[config.mk]
export PLATFORM = sky130hd
export DESIGN_NAME = hdmi_422_to_444
export DESIGN_NICKNAME = d
export VERILOG_FILES = /design/src/rtl/hdmi_422_to_444.sv
export SDC_FILE = /design/constraint.sdc
export NUM_CORES = 1
export LEC_CHECK = 0
export CAP_MARGIN = 20
export CORE_MARGIN = 2
export CORE_UTILIZATION = 46
export CTS_CLUSTER_DIAMETER = 80
export DETAILED_ROUTE_END_ITERATION = 7
export GPL_ROUTABILITY_DRIVEN = 0
export PLACE_DENSITY = 0.76
export SETUP_SLACK_MARGIN = 0.1
export SLEW_MARGIN = 20
export SYNTH_ARGS = -nofsm -noshare
export SYNTH_HDL_FRONTEND = slang
export SYNTH_SLANG_ARGS = --single-unit
[constraint.sdc]
create_clock -name i_clk -period 2.2 [get_ports i_clk]
set_input_delay 0.33 -clock i_clk [delete_from_list [all_inputs] [get_ports i_clk]]
set_output_delay 0.33 -clock i_clk [all_outputs]
set_load 0.01 [all_outputs]
[src/rtl/hdmi_422_to_444.sv]
// -----------------------------------------------------------------------------
// hdmi_422_to_444
//
// Converts a 4:2:2 YCbCr pixel stream into 4:4:4. Each active run (i_de high)
// is split into pairs: the even pixel carries Cb, the odd pixel carries Cr.
// Both pixels of a pair output the same (Cb, Cr). A final unpaired pixel
// outputs its own Cb with BLANK_C as Cr, and o_odd_line pulses once.
//
// Optional feature macro: CHROMA_AVG_EN
//   When defined, odd pixels output the rounded average of their own pair's
//   chroma and the next pair's chroma. A third pipeline stage is added
//   (latency 3 instead of 2). Without it, latency is 2.
//
// Parameters:
//   BLANK_Y   luma driven while o_de is low
//   BLANK_C   chroma driven while o_de is low
//
// Ports:
//   i_clk       pixel clock (rising edge)
//   i_rst       asynchronous active-high reset
//   i_hsync     horizontal sync in
//   i_vsync     vertical sync in
//   i_de        active-video enable in
//   i_data      [7:0]=Y, [15:8]=Cb (even pixel) / Cr (odd pixel)
//   o_hsync     i_hsync delayed by the pipeline latency
//   o_vsync     i_vsync delayed by the pipeline latency
//   o_de        i_de delayed by the pipeline latency
//   o_y         output luma
//   o_cb        output blue-difference chroma
//   o_cr        output red-difference chroma
//   o_odd_line  one-cycle pulse in the first o_de-low cycle after a run of
//               odd length
// -----------------------------------------------------------------------------
module hdmi_422_to_444 #(
    parameter logic [7:0] BLANK_Y = 8'h10,
    parameter logic [7:0] BLANK_C = 8'h80
) (
    input  logic        i_clk,
    input  logic        i_rst,
    input  logic        i_hsync,
    input  logic        i_vsync,
    input  logic        i_de,
    input  logic [15:0] i_data,
    output logic        o_hsync,
    output logic        o_vsync,
    output logic        o_de,
    output logic [7:0]  o_y,
    output logic [7:0]  o_cb,
    output logic [7:0]  o_cr,
    output logic        o_odd_line
);

    // Phase of the pixel currently on the input: 0 = Cb, 1 = Cr.
    logic       phase;

    // Stage 1: raw 4:2:2 pixel.
    logic       s1_de;
    logic       s1_hs;
    logic       s1_vs;
    logic       s1_phase;
    logic [7:0] s1_y;
    logic [7:0] s1_c;
    // Chroma of the pixel that occupied stage 1 one cycle earlier. For an
    // odd pixel this is the Cb of its own pair (the even pixel always
    // immediately precedes it within a run).
    logic [7:0] s1_prev_c;

    // Stage 2: reconstructed 4:4:4 pixel.
    logic       s2_de;
    logic       s2_hs;
    logic       s2_vs;
    logic [7:0] s2_y;
    logic [7:0] s2_cb;
    logic [7:0] s2_cr;
    logic       s2_unp;

    // Stage 2 chroma selection.
    logic [7:0] s2_cb_s;
    logic [7:0] s2_cr_s;
    logic       s2_unp_s;

    // Unpaired-pixel flag at the output stage, source of o_odd_line.
    logic       last_unp;

    // Input phase tracking: restarts at 0 after every i_de-low cycle.
    always_ff @(posedge i_clk or posedge i_rst) begin
        if (i_rst) begin
            phase <= 1'b0;
        end else if (i_de) begin
            phase <= ~phase;
        end else begin
            phase <= 1'b0;
        end
    end

    // Stage 1 register: capture the incoming pixel and its phase.
    always_ff @(posedge i_clk or posedge i_rst) begin
        if (i_rst) begin
            s1_de     <= 1'b0;
            s1_hs     <= 1'b0;
            s1_vs     <= 1'b0;
            s1_phase  <= 1'b0;
            s1_y      <= BLANK_Y;
            s1_c      <= BLANK_C;
            s1_prev_c <= BLANK_C;
        end else begin
            s1_de     <= i_de;
            s1_hs     <= i_hsync;
            s1_vs     <= i_vsync;
            s1_phase  <= phase;
            s1_y      <= i_de ? i_data[7:0]  : BLANK_Y;
            s1_c      <= i_de ? i_data[15:8] : BLANK_C;
            s1_prev_c <= s1_c;
        end
    end

    // Pair the chroma samples. An even pixel takes Cr from the input, which
    // holds the odd pixel of the same pair if the run continues; if i_de has
    // dropped, the pixel is unpaired and gets BLANK_C.
    always_comb begin
        s2_cb_s  = BLANK_C;
        s2_cr_s  = BLANK_C;
        s2_unp_s = 1'b0;
        if (!s1_de) begin
            s2_cb_s  = BLANK_C;
            s2_cr_s  = BLANK_C;
            s2_unp_s = 1'b0;
        end else if (!s1_phase) begin
            s2_cb_s = s1_c;
            if (i_de) begin
                s2_cr_s  = i_data[15:8];
                s2_unp_s = 1'b0;
            end else begin
                s2_cr_s  = BLANK_C;
                s2_unp_s = 1'b1;
            end
        end else begin
            s2_cb_s  = s1_prev_c;
            s2_cr_s  = s1_c;
            s2_unp_s = 1'b0;
        end
    end

`ifdef CHROMA_AVG_EN
    logic       s2_odd;

    // Stage 3: averaged 4:4:4 pixel.
    logic       s3_de;
    logic       s3_hs;
    logic       s3_vs;
    logic [7:0] s3_y;
    logic [7:0] s3_cb;
    logic [7:0] s3_cr;
    logic       s3_unp;

    logic       next_pair_s;
    logic [8:0] sum_cb_s;
    logic [8:0] sum_cr_s;
    logic [7:0] s3_cb_s;
    logic [7:0] s3_cr_s;
`endif

    // Stage 2 register: 4:4:4 pixel with pair-replicated chroma.
    always_ff @(posedge i_clk or posedge i_rst) begin
        if (i_rst) begin
            s2_de  <= 1'b0;
            s2_hs  <= 1'b0;
            s2_vs  <= 1'b0;
            s2_y   <= BLANK_Y;
            s2_cb  <= BLANK_C;
            s2_cr  <= BLANK_C;
            s2_unp <= 1'b0;
`ifdef CHROMA_AVG_EN
            s2_odd <= 1'b0;
`endif
        end else begin
            s2_de  <= s1_de;
            s2_hs  <= s1_hs;
            s2_vs  <= s1_vs;
            s2_y   <= s1_de ? s1_y : BLANK_Y;
            s2_cb  <= s2_cb_s;
            s2_cr  <= s2_cr_s;
            s2_unp <= s2_unp_s;
`ifdef CHROMA_AVG_EN
            s2_odd <= s1_de & s1_phase;
`endif
        end
    end

`ifdef CHROMA_AVG_EN
    // Average an odd pixel's chroma with the next pair. While stage 2 holds
    // odd pixel 2k+1, stage 1 holds pixel 2k+2 (Cb_{k+1}) and the input
    // holds pixel 2k+3 (Cr_{k+1}). If either is missing the pair is simply
    // replicated. Sums are 9 bits wide so the carry is kept before rounding.
    always_comb begin
        next_pair_s = s1_de & ~s1_phase & i_de;
        sum_cb_s    = {1'b0, s2_cb} + {1'b0, s1_c} + 9'd1;
        sum_cr_s    = {1'b0, s2_cr} + {1'b0, i_data[15:8]} + 9'd1;
        s3_cb_s     = s2_cb;
        s3_cr_s     = s2_cr;
        if (s2_de && s2_odd && next_pair_s) begin
            s3_cb_s = sum_cb_s[8:1];
            s3_cr_s = sum_cr_s[8:1];
        end else begin
            s3_cb_s = s2_cb;
            s3_cr_s = s2_cr;
        end
    end

    // Stage 3 register: final output pixel.
    always_ff @(posedge i_clk or posedge i_rst) begin
        if (i_rst) begin
            s3_de  <= 1'b0;
            s3_hs  <= 1'b0;
            s3_vs  <= 1'b0;
            s3_y   <= BLANK_Y;
            s3_cb  <= BLANK_C;
            s3_cr  <= BLANK_C;
            s3_unp <= 1'b0;
        end else begin
            s3_de  <= s2_de;
            s3_hs  <= s2_hs;
            s3_vs  <= s2_vs;
            s3_y   <= s2_y;
            s3_cb  <= s3_cb_s;
            s3_cr  <= s3_cr_s;
            s3_unp <= s2_unp;
        end
    end

    assign last_unp = s3_unp;
    assign o_de     = s3_de;
    assign o_hsync  = s3_hs;
    assign o_vsync  = s3_vs;
    assign o_y      = s3_y;
    assign o_cb     = s3_cb;
    assign o_cr     = s3_cr;
`else
    assign last_unp = s2_unp;
    assign o_de     = s2_de;
    assign o_hsync  = s2_hs;
    assign o_vsync  = s2_vs;
    assign o_y      = s2_y;
    assign o_cb     = s2_cb;
    assign o_cr     = s2_cr;
`endif

    // Odd-line pulse: an unpaired pixel is always the last of its run, so
    // delaying its flag by one cycle lands on the first o_de-low cycle.
    always_ff @(posedge i_clk or posedge i_rst) begin
        if (i_rst) begin
            o_odd_line <= 1'b0;
        end else begin
            o_odd_line <= last_unp;
        end
    end

endmodule

# Word level (Yosys, flattened, before mapping)
# Index checks and enable logic that the tools add are counted.
# W data, S select, Z words.
# word_totals
word_cells	28
input_bits	21
ff_bits	58
out_inout_bits	28
# op_classes
muxes	11
n_bitwise	1
# ops
cell	n
$mux W8	7
$mux W1	4
$not A1 Y1	1

# Depth between registers and ports, before layout
# logic_depth
ltp_word	3
ltp_mapped	4
ltp_nobuf	2

# Least setup slack after synthesis
# No wires, ideal clock.
# synth_timing
kind	register to register
startpoint	register s1_de
endpoint	register s2_cr[0], in the netlist o_cr[0]
t_required_ns	2.079
t_arrival_ns	0.880
path_buffers	1
path_slack_ns	1.199
period_less_slack_ns	1.001
setup_ns	0.121
stages_incl_launch_ff	4
cell_sequence	dfrtp_1 > buf_6 > and2b_4 > a22o_1
# synth_via
elab_chain_cells	1
# synth_rtl
item	line_no	text
start, declared	57	logic s1_de;
start signal, assigned	107	s1_de <= i_de;
$mux W8	124	if (!s1_de) begin
named net s2_cr_s[0]	79	logic [7:0] s2_cr_s;
end signal, assigned	182	s2_cr <= s2_cr_s;
end, declared	74	logic [7:0] s2_cr;
# The timed path passes the listed nets, and every way through them passes these cells.

# Worst setup path after layout
# layout_timing
startpoint	register s2_cr[7], in the netlist o_cr[7]
endpoint	output o_cr[7]
# layout_lines
item	line_no	text
end, declared	49	output logic [7:0] o_cr,
# No word-level cell between the ends.

==> out/results.txt <==
Buffers added on ports: 48
Filler cell count: 285
Number of standard cells after synthesis: 120
Most common library cell in the layout ignoring fill and taps: sky130_fd_sc_hd__dfrtp_1
R2R Setup Slk: 0.80 ns
Global-route wire length before repair: 5892 um
Startpoint kind of the worst setup timing path: flop
Pin count of the biggest net entering global routing: 59
Root cell of the clock tree: sky130_fd_sc_hd__clkbuf_8
# hold bufs at CTS: 0
Number of slew-limit violations in the final report: 0
Worst voltage drop across the vdd grid: 568.7 uV
Crit path max-delay family: buffers and inverters
Via count of the first global-routing pass: 1214
Violation count after the first detailed-route iteration: 74
Count of yosys warnings during synthesis: 0
Final design area excluding fillers: 2615 sq um
Shortest period the worst path allows: 1.719 ns
Source-to-sink clock delay at the later pin of the worst-skew pair: 0.34 ns
Row Count: 23
Count of cells along the worst register-to-register path: 2
Clock tree skew after final layout: 0.009957 ns
Die extent in y: 68 um
Worst rel slew slack: 60.16%
Worst Setup EP: o_cr[7]
Worst path bufs/invs: 1
Starting density of the core: 47.45%
Wirelength per Cell: 16.39 um
DRC violation count after routing: 0
Launch instance of the worst register-to-register path: s1_phase
Number of top-level design ports: 49
Total standard cell area after synthesis: 1884 sq um
TritonCTS clock tree: built
Endpoint kind of the worst setup timing path: primary output
Number of cells on the critical path: 1
Most frequent cells in the layout: sky130_fd_sc_hd__dfrtp_1 (52), sky130_fd_sc_hd__clkdlybuf4s50_1 (48), sky130_fd_sc_hd__and2_1 (21)
Slowest Stage Delay on Critical Path: 0.55 ns
Routed via count divided by cell count: 4.761
Final HPWL DP: 2269 um
Nets in the synthesized netlist: 141
Clock sink total: 58
Final Power: 0.002327 W
Area after DPL: 2411 sq um
Area of the die: 4624 sq um
Post-cts sizing count: 0
Startpoint of the worst setup timing path: o_cr[7]
Layout overhead on the synthesized area: 38.78%
Slew of the pin with the lowest slew margin: 0.5957 ns
Setup Buffers After CTS: 0
Crit path kind: flop to primary output
Fmax: 581.6 MHz
Total track usage: 18.78%
# diodes: 0
Count of cell types in the netlist: 20
Capture instance of the worst register-to-register path: o_cr[2]
Area of the core region: 3971 sq um
Global route overflow: 0
Die width: 68 um
Mean cell area of the mapped netlist: 15.70 sq um
Final-layout setup total negative slack: 0 ns
Final hold slack: 0.3501 ns
Fraction of layout instances using a drive strength above 1: 13.89%
Final Hold Viols: 0
Router iterations before antenna repair: 4
Final cell utilization of the core: 65.85%
Data arrival time at the worst-slack endpoint: 1.39 ns
Number of synthesized register bits: 58
Portion of the clock cycle consumed by the worst path in the final layout: 78.15%
Type of the most critical hold path: flop to flop
Number of antenna violations at the first check in global routing: 0
Status: completed
Number of maximum-capacitance violations: 0
Final antenna-violating net count: 0
Static power due to leakage: 1.200 nW
Flip-flop and latch area: 1459 sq um
H-Tree Depth: 3
Area of the multi-input gates: 377.9 sq um
Critical Path Fanout Max: 1
TritonCTS Buffers: 9
Critical path cell sequence: clkdlybuf4s50_1
Final setup violating endpoints: 0
Crit-path slowest cell: sky130_fd_sc_hd__clkdlybuf4s50_1
Clock edge transition at the registers on the reported setup and hold paths: 0.06 ns
Ratio of total power to cell area: 890.0 nW/um^2
Setup repair after global routing missed its margin: no
Data required time of the critical path: 1.87 ns
DR vias: 1095
Final net count: 196
Total wirelength of the detailed-routed design: 3770 um
Fraction of the yosys area taken by sequential cells: 77.42%
Maximum clock insertion buffer count: 2
## registers in the layout, summed over array words and instances, names as in the netlist, 8 cells and up
register,count
s1_y,8
o_y,8
o_cb,8
s1_c,8
o_cr,8
s1_prev_c,8
## metrics by stage
stage	setup WS (ns)	instances
floorplan	0.4519	120
global placement	0.5635	214
detailed placement	0.5032	214
CTS	0.4576	230
global route	0.4323	230
finish	0.4806	230
## per-layer routing
metal / share of wire (%) / GRT usage (%) / wire length (um) / vias up
met4: 2.7 / 9.750 / 100 / 0
met2: 54 / 30.58 / 2018 / 33
met3: 4.1 / 6.250 / 153 / 12
met5: 0 / 0 / 0 / -
met1: 40 / 22.15 / 1497 / 556
li1: - / - / - / 494
## synthesized netlist by cell type, drive strengths merged
| library cell | count | share of area [%] |
|---|---|---|
| a22o | 6 | 2.8 |
| a2bb2oi | 1 | 0.46 |
| and2 | 21 | 7.0 |
| and2b | 1 | 0.53 |
| buf | 4 | 1.7 |
| clkbuf | 1 | 0.27 |
| dfrtp | 52 | 69 |
| dfstp | 6 | 8.4 |
| inv | 3 | 0.60 |
| mux2i | 7 | 3.7 |
| nand2 | 2 | 0.40 |
| nand2b | 3 | 1.0 |
| nand3 | 1 | 0.27 |
| nor2 | 1 | 0.20 |
| nor2b | 8 | 2.7 |
| o211ai | 1 | 0.40 |
| o21ai | 1 | 0.27 |
| or2b | 1 | 0.40 |
## how the worst min path moves through the flow
stage,cells past startpoint,end,slack (ns),start
floorplan,0,o_hsync,0.33,s1_hs
global placement,0,o_odd_line,0.34,last_unp
detailed placement,0,o_hsync,0.35,s1_hs
CTS,0,o_odd_line,0.35,last_unp
global route,0,o_odd_line,0.37,last_unp
finish,0,o_odd_line,0.35,last_unp
## cells by family (layout without fill, tap and decap cells)
group,after synthesis,in the layout,synth area share [%]
flops,58,58,77.42
simple gates,38,38,12.42
compound gates,9,9,3.918
buf+inv,8,68,2.522
mux,7,7,3.719
## where the power goes
group	total, W	internal, W	switching, W
combinational	0.000181	0.000106	0.0000743
sequential	0.00115	0.00112	0.0000308
clock	0.000992	0.000578	0.000414
total	0.00233	0.00181	0.000519
## layout make-up
class                   instances  share of cell area [%]
inverters                       3                  0.4306
clock inverters                 5                   2.010
clock buffers                  11                   5.789
well taps                      50                   2.392
flip-flops and latches         58                   55.79
repair buffers                 49                   19.14
multi-input cells              54                   14.45
(Power assumes the default switching activity.)
